--- src/rtl/mux_src_arbiter.sv ---
// Round-robin arbiter/sequencer for the 10-input, 16-bit source-select mux.
// Grants are bounded by a beat budget; idle cycles park mux_sel on an out-of-range code.
module mux_src_arbiter #(
    parameter int unsigned HOLD_MAX = 8,
    parameter logic [3:0]  IDLE_SEL = 4'hF
) (
    input  logic        clk,
    input  logic        rst_n,
    input  logic [9:0]  req,
    input  logic        out_ready,
    output logic [3:0]  mux_sel,
    output logic [9:0]  grant,
    output logic        out_valid,
    output logic        beat,
    output logic        expired
);

    localparam logic [7:0] LAST_BEAT = 8'(HOLD_MAX - 1);
    localparam logic [3:0] LAST_IDX  = 4'd9;

    typedef enum logic [1:0] {
        ST_IDLE  = 2'd0,
        ST_GRANT = 2'd1,
        ST_GAP   = 2'd2
    } state_t;

    state_t      state_r;
    logic [9:0]  grant_r;
    logic [3:0]  sel_r;
    logic        valid_r;
    logic        expired_r;
    logic [7:0]  cnt_r;
    logic [3:0]  ptr_r;

    logic [4:0]  pick_s;
    logic        win_found_s;
    logic [3:0]  win_idx_s;
    logic        owner_req_s;
    logic        beat_s;
    logic        release_s;
    logic        expire_s;

    // Modulo-10 increment; any out-of-range index folds back to 0.
    function automatic logic [3:0] next_idx(input logic [3:0] idx);
        logic [3:0] nxt;
        if (idx >= LAST_IDX) begin
            nxt = 4'd0;
        end else begin
            nxt = idx + 4'd1;
        end
        return nxt;
    endfunction

    // Returns {found, index} of the first set request after 'last', wrapping 9 -> 0.
    function automatic logic [4:0] rr_pick(input logic [9:0] req_v, input logic [3:0] last);
        logic [3:0] idx;
        logic       found;
        logic [3:0] win;
        idx   = last;
        found = 1'b0;
        win   = 4'd0;
        for (int i = 0; i < 10; i++) begin
            idx = next_idx(idx);
            if (!found && req_v[idx]) begin
                found = 1'b1;
                win   = idx;
            end
        end
        return {found, win};
    endfunction

    function automatic logic [9:0] one_hot(input logic [3:0] idx);
        return 10'd1 << idx;
    endfunction

    // Arbitration winner and grant-exit conditions.
    always_comb begin
        pick_s      = rr_pick(req, ptr_r);
        win_found_s = pick_s[4];
        win_idx_s   = pick_s[3:0];
        owner_req_s = |(req & grant_r);
        beat_s      = valid_r & out_ready;
        // Release takes precedence: expiry requires the owner to still be requesting.
        release_s   = ~owner_req_s;
        expire_s    = beat_s & owner_req_s & (cnt_r == LAST_BEAT);
    end

    // Single state machine holding every registered output.
    always_ff @(posedge clk) begin
        if (!rst_n) begin
            state_r   <= ST_IDLE;
            grant_r   <= 10'd0;
            sel_r     <= IDLE_SEL;
            valid_r   <= 1'b0;
            expired_r <= 1'b0;
            cnt_r     <= 8'd0;
            ptr_r     <= LAST_IDX;
        end else begin
            case (state_r)
                ST_IDLE, ST_GAP: begin
                    expired_r <= 1'b0;
                    if (win_found_s) begin
                        state_r <= ST_GRANT;
                        grant_r <= one_hot(win_idx_s);
                        sel_r   <= win_idx_s;
                        valid_r <= 1'b1;
                        cnt_r   <= 8'd0;
                        ptr_r   <= win_idx_s;
                    end else begin
                        state_r <= ST_IDLE;
                        grant_r <= 10'd0;
                        sel_r   <= IDLE_SEL;
                        valid_r <= 1'b0;
                    end
                end
                ST_GRANT: begin
                    if (release_s || expire_s) begin
                        state_r   <= ST_GAP;
                        grant_r   <= 10'd0;
                        sel_r     <= IDLE_SEL;
                        valid_r   <= 1'b0;
                        expired_r <= expire_s;
                    end else begin
                        expired_r <= 1'b0;
                        if (beat_s) begin
                            cnt_r <= cnt_r + 8'd1;
                        end else begin
                            cnt_r <= cnt_r;
                        end
                    end
                end
                default: begin
                    state_r   <= ST_IDLE;
                    grant_r   <= 10'd0;
                    sel_r     <= IDLE_SEL;
                    valid_r   <= 1'b0;
                    expired_r <= 1'b0;
                    cnt_r     <= 8'd0;
                end
            endcase
        end
    end

    assign mux_sel   = sel_r;
    assign grant     = grant_r;
    assign out_valid = valid_r;
    assign expired   = expired_r;
    assign beat      = beat_s;

endmodule

--- config.mk ---
export PLATFORM = sky130hd
export DESIGN_NAME = mux_src_arbiter
export DESIGN_NICKNAME = d
export VERILOG_FILES = /design/src/rtl/mux_src_arbiter.sv
export SDC_FILE = /design/constraint.sdc
export NUM_CORES = 1
export LEC_CHECK = 0
export CAP_MARGIN = 20
export CELL_PAD_IN_SITES_DETAIL_PLACEMENT = 1
export CELL_PAD_IN_SITES_GLOBAL_PLACEMENT = 1
export CORE_MARGIN = 8
export CORE_UTILIZATION = 46
export CTS_CLUSTER_SIZE = 14
export DETAILED_ROUTE_END_ITERATION = 8
export PLACE_DENSITY_LB_ADDON = 0.1
export RECOVER_POWER = 100
export SYNTH_ARGS = -nofsm -noshare
export SYNTH_HDL_FRONTEND = slang
export SYNTH_SLANG_ARGS = --single-unit
--- constraint.sdc ---
create_clock -name clk -period 15.2 [get_ports clk]
set_clock_uncertainty 0.05 [all_clocks]
set_input_delay 3.04 -clock clk [delete_from_list [all_inputs] [get_ports clk]]
set_output_delay 3.04 -clock clk [all_outputs]
set_load 0.05 [all_outputs]
# After elaboration in Yosys (flattened, before gate mapping)
# Index checks and enable logic that the tools add are counted.
[op_classes]
reduce_logical = 25
n_eq_ne = 7
order_cmp = 20
add_sub_neg = 11
n_shift = 1
bitwise_logic = 5
muxes = 66
[op_table]
columns = ["cell", "n"]
rows = [
  ["2-to-1 mux 4 bit", 22],
  ["< comparator 4 x 5 -> 1 bit, second input constant", 10],
  ["adder 4 x 1 -> 4 bit, second input constant", 10],
  ["binary-select mux 1 bit (select 4 bit)", 10],
  ["greater-or-equal comparator 4 bit, second input constant", 10],
  ["2-to-1 mux 8 bit", 3],
  ["2-to-1 mux 1 bit", 23],
  ["2-to-1 mux 10 bit", 2],
  ["one-hot mux 10 bit (2 select lines)", 1],
  ["one-hot mux 8 bit (2 select lines)", 1],
  ["AND 10 bit", 1],
  ["OR reduction 10 bit", 1],
  ["<< shifter 1 x 4 -> 10 bit, first input constant", 1],
  ["logical AND 1 bit", 9],
  ["logical NOT 1 bit", 9],
  ["adder 8 x 1 -> 8 bit, second input constant", 1],
  ["equality test 8 x 3 -> 1 bit, second input constant", 1],
  ["!= test 2 bit, second input constant", 4],
  ["one-hot mux 4 bit (2 select lines)", 1],
  ["AND reduction 3 bit", 2],
  ["one-hot mux 2 bit (2 select lines)", 1],
  ["AND 1 bit", 3],
  ["equality test 2 x 1 -> 1 bit, second input constant", 1],
  ["equality test 2 bit, second input constant", 1],
  ["7 further kinds", 7],
]
[totals]
output_inout_bits = 17
input_bits = 13
regBits = 30

# Depth between registers and ports, before layout
[depth]
ltp_word = 35
depth_mapped = 62
ltp_nobuf = 57

# Least setup slack after synthesis
# OpenSTA, ideal clock, no wires.
[synth_path]
path_type = "reg2reg"
startpoint = "reg ptr_r[1]"
endpoint = "reg cnt_r[2]"
path_buffers = 6
path_stages_with_launch = 61
synth_period_minus_slack_ns = 11.290
setup_slack_ns = 3.910
arrival_time_ns = 11.169
path_cell_list = "dfxtp_1 > inv_1 > ha_1 > or3b_1 > a21o_1 > buf_4 > ha_1 > nor2b_1 > a31o_2 > nand2_1 > clkinv_1 > ha_1 > nand2b_1 > o21ai_0 > nand2_1 > inv_1 > ha_1 > nand2b_1 > (+25 left out) > mux2_4 > o31a_2 > nor2_8 > inv_4 > ha_1 > nor2b_1 > a21oi_2 > nor2_2 > inv_2 > ha_1 > a311o_1 > o21ai_2 > o21ai_1 > a31o_2 > a2111oi_2 > buf_2 > o21ai_1 > a21oi_1"
[synth_between]
elab_chain_cells = 34
elab_cells_between_ends = 80
cone_classes = "add/sub (10); order compare (10); eq/ne (1); mux (40); reduce/logical (19)"
[synth_rtl]
columns = ["element", "line", "source"]
rows = [
  ["start, declared", "33", "logic [3:0] ptr_r;"],
  ["start signal, assigned", "108", "ptr_r <= win_idx_s;"],
  ["adder 4 x 1 -> 4 bit or greater-or-equal comparator 4 bit (tied branches)", "49, 46", ""],
  ["2-to-1 mux 4 bit *", "46", "if (idx >= LAST_IDX) begin"],
  ["branches (longest 29 deep; another with adder 4 x 1 -> 4 bit)", "-", ""],
  ["2-to-1 mux 1 bit *", "64", "if (!found && req_v[idx]) begin"],
  ["!= test 2 bit (no source line) *", "-", ""],
  ["AND reduction 3 bit (no source line) *", "-", ""],
  ["end signal, assigned", "126", "cnt_r <= cnt_r + 8'd1;"],
  ["end signal, assigned", "128", "cnt_r <= cnt_r;"],
  ["end, declared", "32", "logic [7:0] cnt_r;"],
]
# Mark *: on every way between the ends. The select of a mux whose other input is x is not followed.
# A chain may end at the register's enable or synchronous reset.

# Worst setup path after layout
[layout_path]
startpoint = "reg ptr_r[0]"
endpoint = "reg grant_r[1] (netlist: grant[1])"
[layout_between]
elab_chain_cells = 35
elab_cells_between_ends = 91
cone_classes = "add/sub (10); order compare (10); shift (1); mux (52); reduce/logical (18)"
[layout_rtl]
columns = ["element", "line", "source"]
rows = [
  ["adder 4 x 1 -> 4 bit or greater-or-equal comparator 4 bit (tied branches)", "49, 46", ""],
  ["2-to-1 mux 4 bit *", "46", ""],
  ["branches (longest 31 deep; another with adder 4 x 1 -> 4 bit)", "-", ""],
  ["2-to-1 mux 10 bit *", "102", "if (win_found_s) begin"],
  ["one-hot mux 10 bit (2 select lines) *", "99", "case (state_r)"],
  ["end signal, assigned", "104", "grant_r <= one_hot(win_idx_s);"],
  ["end, declared", "28", "logic [9:0] grant_r;"],
]
# Marks and branches as above.

==> results.sh <==
export IMPL_die_h_um=117.7
export IMPL_numCtsBuffers=5
export IMPL_h_tree_depth=2
export IMPL_min_to="cnt_r[7]"
export IMPL_fill_cells=1324
export IMPL_ys_warn_count=0
export IMPL_reg2reg_slack_ns=1.06
export IMPL_worstReg2RegStart="ptr_r[0]"
export IMPL_dp_hpwl_um=14140
export IMPL_fmax_ghz=0.07071
export IMPL_grt_pass1_wl_um=29740
export IMPL_first_pass_iters=5
export IMPL_hold_depth=2
export IMPL_final_area_sq_mm=0.005219
export IMPL_grt_max_degree=21
export IMPL_synthCells=636
export IMPL_cp_start_kind="flop"
export IMPL_grt_setup_unrepaired="no"
export IMPL_numPortBuffers=29
export IMPL_drt_initial_drc_count=431
export IMPL_post_route_util=0.5124
export IMPL_path_depth=58
export IMPL_maxSlewViolCount=0
export IMPL_crit_family="compound AO/OA/AOI/OAI gates"
export IMPL_row_count=37
export IMPL_placedCellCount=777
export IMPL_dieArea_sq_mm=0.01384
export IMPL_critPathRequiredTime_ns=15.32
export IMPL_cts_hold_buffers=0
export IMPL_routed_wl_um=18550
export IMPL_outcome="completed"
export IMPL_synth_yosys_seq_area_share=0.1263
export IMPL_initial_core_util=0.4667
export IMPL_critPathSlowestCell="o41ai_2"
export IMPL_setup_viol=0
export IMPL_rr_endpoint="grant[1]"
export IMPL_cts_resized=0
export IMPL_tightest_slew_ns=0.9416
export IMPL_place_gp_congestion=0.9396
export IMPL_layout_nets=696
export IMPL_track_usage=0.2564
export IMPL_holdCritPathClass="reg2reg"
export IMPL_critPathArrivalTime_ns=14.27
export IMPL_max_cap_violations=0
export IMPL_wl_per_cell_um=23.51
export IMPL_root_buffer="clkbuf_8"
export IMPL_grt_pass1_vias=5504
export IMPL_die_w_um=117.7
export IMPL_antenna_found_initial=0
export IMPL_drive_gt1_frac=0.1194
export IMPL_crit_buf_inv=12
export IMPL_min_delay_start="cnt_r[7]"
export IMPL_final_setup_tns_ns=0
export IMPL_synth_seq_cells=30
export IMPL_fin_cells=789
export IMPL_async_reset_ff_frac=0
export IMPL_syn_num_nets=680
export IMPL_min_period_ns=14.14
export IMPL_met2_usage=0.4155
export IMPL_cpMostUsedCell="ha_1"
export IMPL_diodes=0
export IMPL_yosys_most_used_dff="dfxtp_1"
export IMPL_via_count=5440
export IMPL_clk_path_buf_depth=2
export IMPL_antenna_left=0
export IMPL_slew_headroom=0.3674
export IMPL_syn_area_sq_mm=0.004753
export IMPL_placed_area_sq_mm=0.005112
export IMPL_use_met3=0.03789
export IMPL_synth_avg_cell_area_sq_um=7.474
export IMPL_min_period_over_period=0.9304
export IMPL_ios=30
export IMPL_route_detailed_drc=0
export IMPL_grt_overflow_total=0
export IMPL_areaGrowthSynthToFinish_pct=9.792
export IMPL_clkLatencyLatePin_ns=0.29
export IMPL_slowest_delay_ns=0.60
export IMPL_via_per_inst=6.895
export IMPL_gr_max_usage_layer="met2"
export IMPL_cts_sinks=30
export IMPL_synth_cell_types=102
export IMPL_cts_setup_buffers=0
export IMPL_core_area_sq_mm=0.01018
export IMPL_cts_tree="built"
export IMPL_grt_util_met1=0.3415
export IMPL_critPathKind="reg2reg"
export IMPL_clk_pin_slew_ns=0.07
export IMPL_cp_end_kind="flop"
export IMPL_critPathMaxFanout=13
export IMPL_hold_violations=0
export IMPL_synth_edff_count=0
export IMPL_worstRegToRegCells=58
-- cell usage after synthesis, types with 7 or more instances --
master    number  share of area
nor2b_1        9          0.012
or3_1          9          0.012
a221oi_1       9          0.017
nand4_1       11          0.014
o22ai_1       11          0.014
ha_1          31          0.082
clkbuf_1      14          0.011
a21oi_1       38          0.040
o211ai_1      18          0.028
o21ai_0       27          0.028
inv_1         31          0.024
nand2_1       60          0.047
and2_1         8          0.011
mux2i_1        8          0.017
dfxtp_1       30           0.13
a211oi_1       9          0.014
nor3_1        18          0.019
o31ai_1       11          0.017
nor2_1        41          0.032
o21a_1        10          0.016
nand2b_1      15          0.020
a32o_1         8          0.017
nand3_1       25          0.026
and3_1         8          0.011
buf_2          9         0.0095
inv_2          7         0.0055
o21ai_1       13          0.014
-- tightest hold or removal path, stage by stage (launching register included) --
cell and delay [ns]:
dfxtp_1 0.32, o21ai_0 0.07, a21oi_1 0.06
-- cell usage in the layout (no fill, tap or decap), drive strengths merged, types with 7 or more instances in the layout --
cell type,n
nand2,62
nor2,44
a21oi,42
a221oi,9
ha,31
a211oi,10
o21ai,42
mux2i,9
nand4,11
mux2,7
o21a,10
inv,39
nand3,25
o211ai,18
nor2b,9
and2,9
and3,9
dfxtp,30
o22ai,12
clkbuf,7
dlygate4sd3,18
a32o,9
nand2b,16
o31ai,13
clkdlybuf4s50,11
nor3,23
or3,10
-- through the flow --
| stage | worst slack (ns) | hold slack [ns] |
|---|---|---|
| 2_1_floorplan | 3.910 | 0.4035 |
| 4_1_cts | 0.5993 | 0.4462 |
| 3_5_place_dp | 0.6575 | 0.4332 |
| 5_1_grt | 0.1757 | 0.4818 |
| 3_3_place_gp | 1.594 | 0.4335 |
| 6_report | 1.057 | 0.4462 |
-- kinds of logic (layout without fill, tap and decap cells) --
logic type                 count (synthesis)  count (layout)  share of synthesized area
muxes                                     18              18                    0.04817
xor gates and xnor gates                   4               4                   0.007370
DFF                                       30              30                     0.1263
adders and majority gates                 31              31                    0.08160
AOI/OAI and AO/OA                        248             248                     0.4077
buffers and inverters                     67              84                    0.05896
and+or+nand+nor                          238             238                     0.2698
-- flip-flops by register name, summed over array words and instances, names as in the netlist --
name / cells
ptr_r: 4
expired: 1
grant: 10
mux_sel: 4
out_valid: 1
state_r: 2
cnt_r: 8
-- layer usage --
metal,up-vias,share of wire
li1,2501,-
met5,-,0
met1,2649,0.44
met4,0,0.026
met3,47,0.075
met2,243,0.46
-- worst max-delay path by stage --
stage / from / end / slack (ns)
after CTS: ptr_r[0] / cnt_r[3] / 0.60
after global placement: ptr_r[0] / cnt_r[6] / 1.59
after floorplan: ptr_r[1] / cnt_r[2] / 3.91
after global routing: ptr_r[0] / grant[1] / 0.18
final: ptr_r[0] / grant[1] / 1.06
after detailed placement: ptr_r[0] / cnt_r[4] / 0.66
-- final cells by class --
class / count / area [sq um] / area share
clock buffers: 6 / 82.58 / 0.01582
multi-input cells: 539 / 3861 / 0.7399
repair buffers: 35 / 335.3 / 0.06425
inverters: 41 / 156.4 / 0.02997
clock inverters: 2 / 12.51 / 0.002398
flip-flops and latches: 30 / 600.6 / 0.1151
well taps: 136 / 170.2 / 0.03261
Power is left out: the tool's default activity adds up to more than one toggle a clock period on the data nets, which glitch-free logic cannot reach.
==> variant: new RTL, same flow settings <==
Put one more register stage on the output `expired`, with the module's reset. The value now appears one clock later. The other outputs are not delayed to match.
--- a/src/rtl/mux_src_arbiter.sv
+++ b/src/rtl/mux_src_arbiter.sv
@@ -146,3 +146,9 @@
     assign out_valid = valid_r;
-    assign expired   = expired_r;
+    always_ff @(posedge clk) begin
+        if (!rst_n) begin
+            expired <= '0;
+        end else begin
+            expired <= expired_r;
+        end
+    end
     assign beat      = beat_s;
Function: changed (Yosys sat finds a counterexample within 10 cycles, from zero or initial values and one cycle with rst_n low).
==> variant against the original RTL <==
Via count up 6.5%; critical path depth is 3 higher; cell area grew 6.4%; routed wire length increased by 5.6%; sequential cell count increased by 1; worst setup slack got worse by 0.041 ns; synthesized area up 7.8%; critical endpoint unchanged.
Power is not shown: default switching activity piles up to over one toggle a cycle in this logic, so the estimate is an artifact.
==> variant: results (changes against the original RTL) <==
\begin{tabular}{lr}
\hline
Metric & Value \\
\hline
\multicolumn{2}{l}{\textbf{Synthesis}} \\
Cell types with the highest counts after synthesis & sky130\_fd\_sc\_hd\_\_nand2\_1 (61), sky130\_fd\_sc\_hd\_\_nor2\_1 (46), sky130\_fd\_sc\_hd\_\_o21ai\_0 (37) \\
Largest cells by area after synthesis & sky130\_fd\_sc\_hd\_\_dfxtp\_1 (12\%), sky130\_fd\_sc\_hd\_\_ha\_1 (7.6\%), sky130\_fd\_sc\_hd\_\_nand2\_1 (4.5\%) \\
Post-Synthesis Net Count & 713 (+4.9\%) \\
Sequential element share of the synthesized area & 12.12\% (-0.52 points) \\
Count of unique library cells instantiated by Yosys & 106 (+3.9\%) \\
\multicolumn{2}{l}{\textbf{Worst setup path}} \\
Delay contributed by the slowest stage of the critical path & 0.58 ns (-0.02 ns) \\
Slowest cell on the critical path & sky130\_fd\_sc\_hd\_\_a311oi\_2 \\
Worst Path Arrival & 14.35 ns (+0.08 ns) \\
Maximum net fanout on the critical path & 15 (+2) \\
Kind of cell adding the most delay to the critical path & simple AND/OR/NAND/NOR gates \\
\multicolumn{2}{l}{\textbf{Global routing}} \\
Number of global-route vias before repair & 5883 (+6.9\%) \\
Maximum number of pins on one net before global-route repair & 17 (-19\%) \\
Initial antenna violation count & 0 (unchanged) \\
Global router's overall resource usage & 26.25\% (+0.61 points) \\
First-pass GRT wire length & 31620 um (+6.3\%) \\
\multicolumn{2}{l}{\textbf{Timing}} \\
Max-slew headroom at the worst pin & 40.97\% (+4.2 points) \\
\multicolumn{2}{l}{\textbf{Finish}} \\
Total number of nets in the final design & 725 (+4.2\%) \\
Proportion of layout cells with a drive suffix above 1 & 11.32\% (-0.62 points) \\
Fill cell count & 1348 (+1.8\%) \\
\multicolumn{2}{l}{\textbf{Routing}} \\
1st-pass router iterations & 5 (unchanged) \\
Number of design-rule violations left by the first detailed-router iteration & 559 (+30\%) \\
Routed wire per std cell & 23.90 um (+1.6\%) \\
Detailed-route via count & 5791 (+6.5\%) \\
\multicolumn{2}{l}{\textbf{Placement}} \\
Final Wtd Congestion & 0.9455 (+0.63\%) \\
DP HPWL & 15410 um (+8.9\%) \\
\multicolumn{2}{l}{\textbf{Run status}} \\
Status & finished clean \\
\hline
\end{tabular}
==> variant: cell count changes after synthesis, sizes merged, moves of 5 or more <==
| cell | delta |
|---|---|
| a211oi | +11 |
| a21oi | -8 |
| a221o | +6 |
| a22o | +7 |
| a31o | -5 |
| o2111ai | +5 |
| o21ai | +11 |
| o31ai | -9 |
| or4 | -5 |
==> variant: final cells by class <==
type / count / area share, %
Timing Repair Buffer: 31 / 5.500
Inverter: 41 / 2.840
Multi-Input combinational cell: 571 / 76.01
Tap cell: 140 / 3.156
Sequential cell: 31 / 11.18
Clock buffer: 6 / 1.307
==> variant: worst paths after layout <==
check / end / slack [ns] / cells after the start
hold / removal: expired$_SDFF_PN0_ / 0.39 / 1
setup reg to reg: grant[1]$_SDFFE_PN0P_ / 1.02 / 61
setup / recovery: grant[1]$_SDFFE_PN0P_ / 1.02 / 61
hold reg to reg: expired$_SDFF_PN0_ / 0.39 / 1
==> variant: worst reg2reg max path: cells and delay by family, from the launching register on <==
family,cells,cell delay [ns]
AND/OR/NAND/NOR,25,5.37
AO/OA/AOI/OAI,14,3.95
adder cells (fa/ha/maj),10,2.17
buffers and inverters,12,2.16
flip-flops,1,0.40
==> variant: cell families (layout without fill, tap and decap cells) <==
family | after synthesis | after routing | synth area share [%]
AOI/OAI and AO/OA | 263 | 263 | 41.33
xor gates and xnor gates | 3 | 3 | 1.026
adders and majority gates | 31 | 31 | 7.572
buffers and inverters | 67 | 78 | 6.131
DFF | 31 | 31 | 12.12
muxes | 22 | 22 | 5.031
and+or+nand+nor | 252 | 252 | 26.80
==> variant: through the flow <==
stage	cells	setup WS (ns)	util [%]	instance area, um2	hold slack [ns]
after floorplan	669	3.019	-	5122	0.3619
after global placement	814	1.325	50.21	5443	0.3632
after detailed placement	814	0.5917	50.21	5443	0.3745
after CTS	820	0.5010	50.88	5515	0.3916
after global routing	820	0.001073	51.20	5550	0.4002
final	820	1.017	51.20	5550	0.3914
==> variant: what timing repair did <==
action | in CTS | in global routing
gates resized for setup | 0 | 8
hold buffers | 0 | 0
endpoints found under the setup margin | 0 | 28
==> variant: per-layer routing <==
layer	wire length (um)	global-route usage (%)	up-vias	part of all wire, %
li1	-	-	2641	-
met1	8121	32.52	2847	41
met2	9685	45.48	228	49
met3	1118	3.118	75	5.7
met4	675	9.946	0	3.4
met5	0	0	-	0
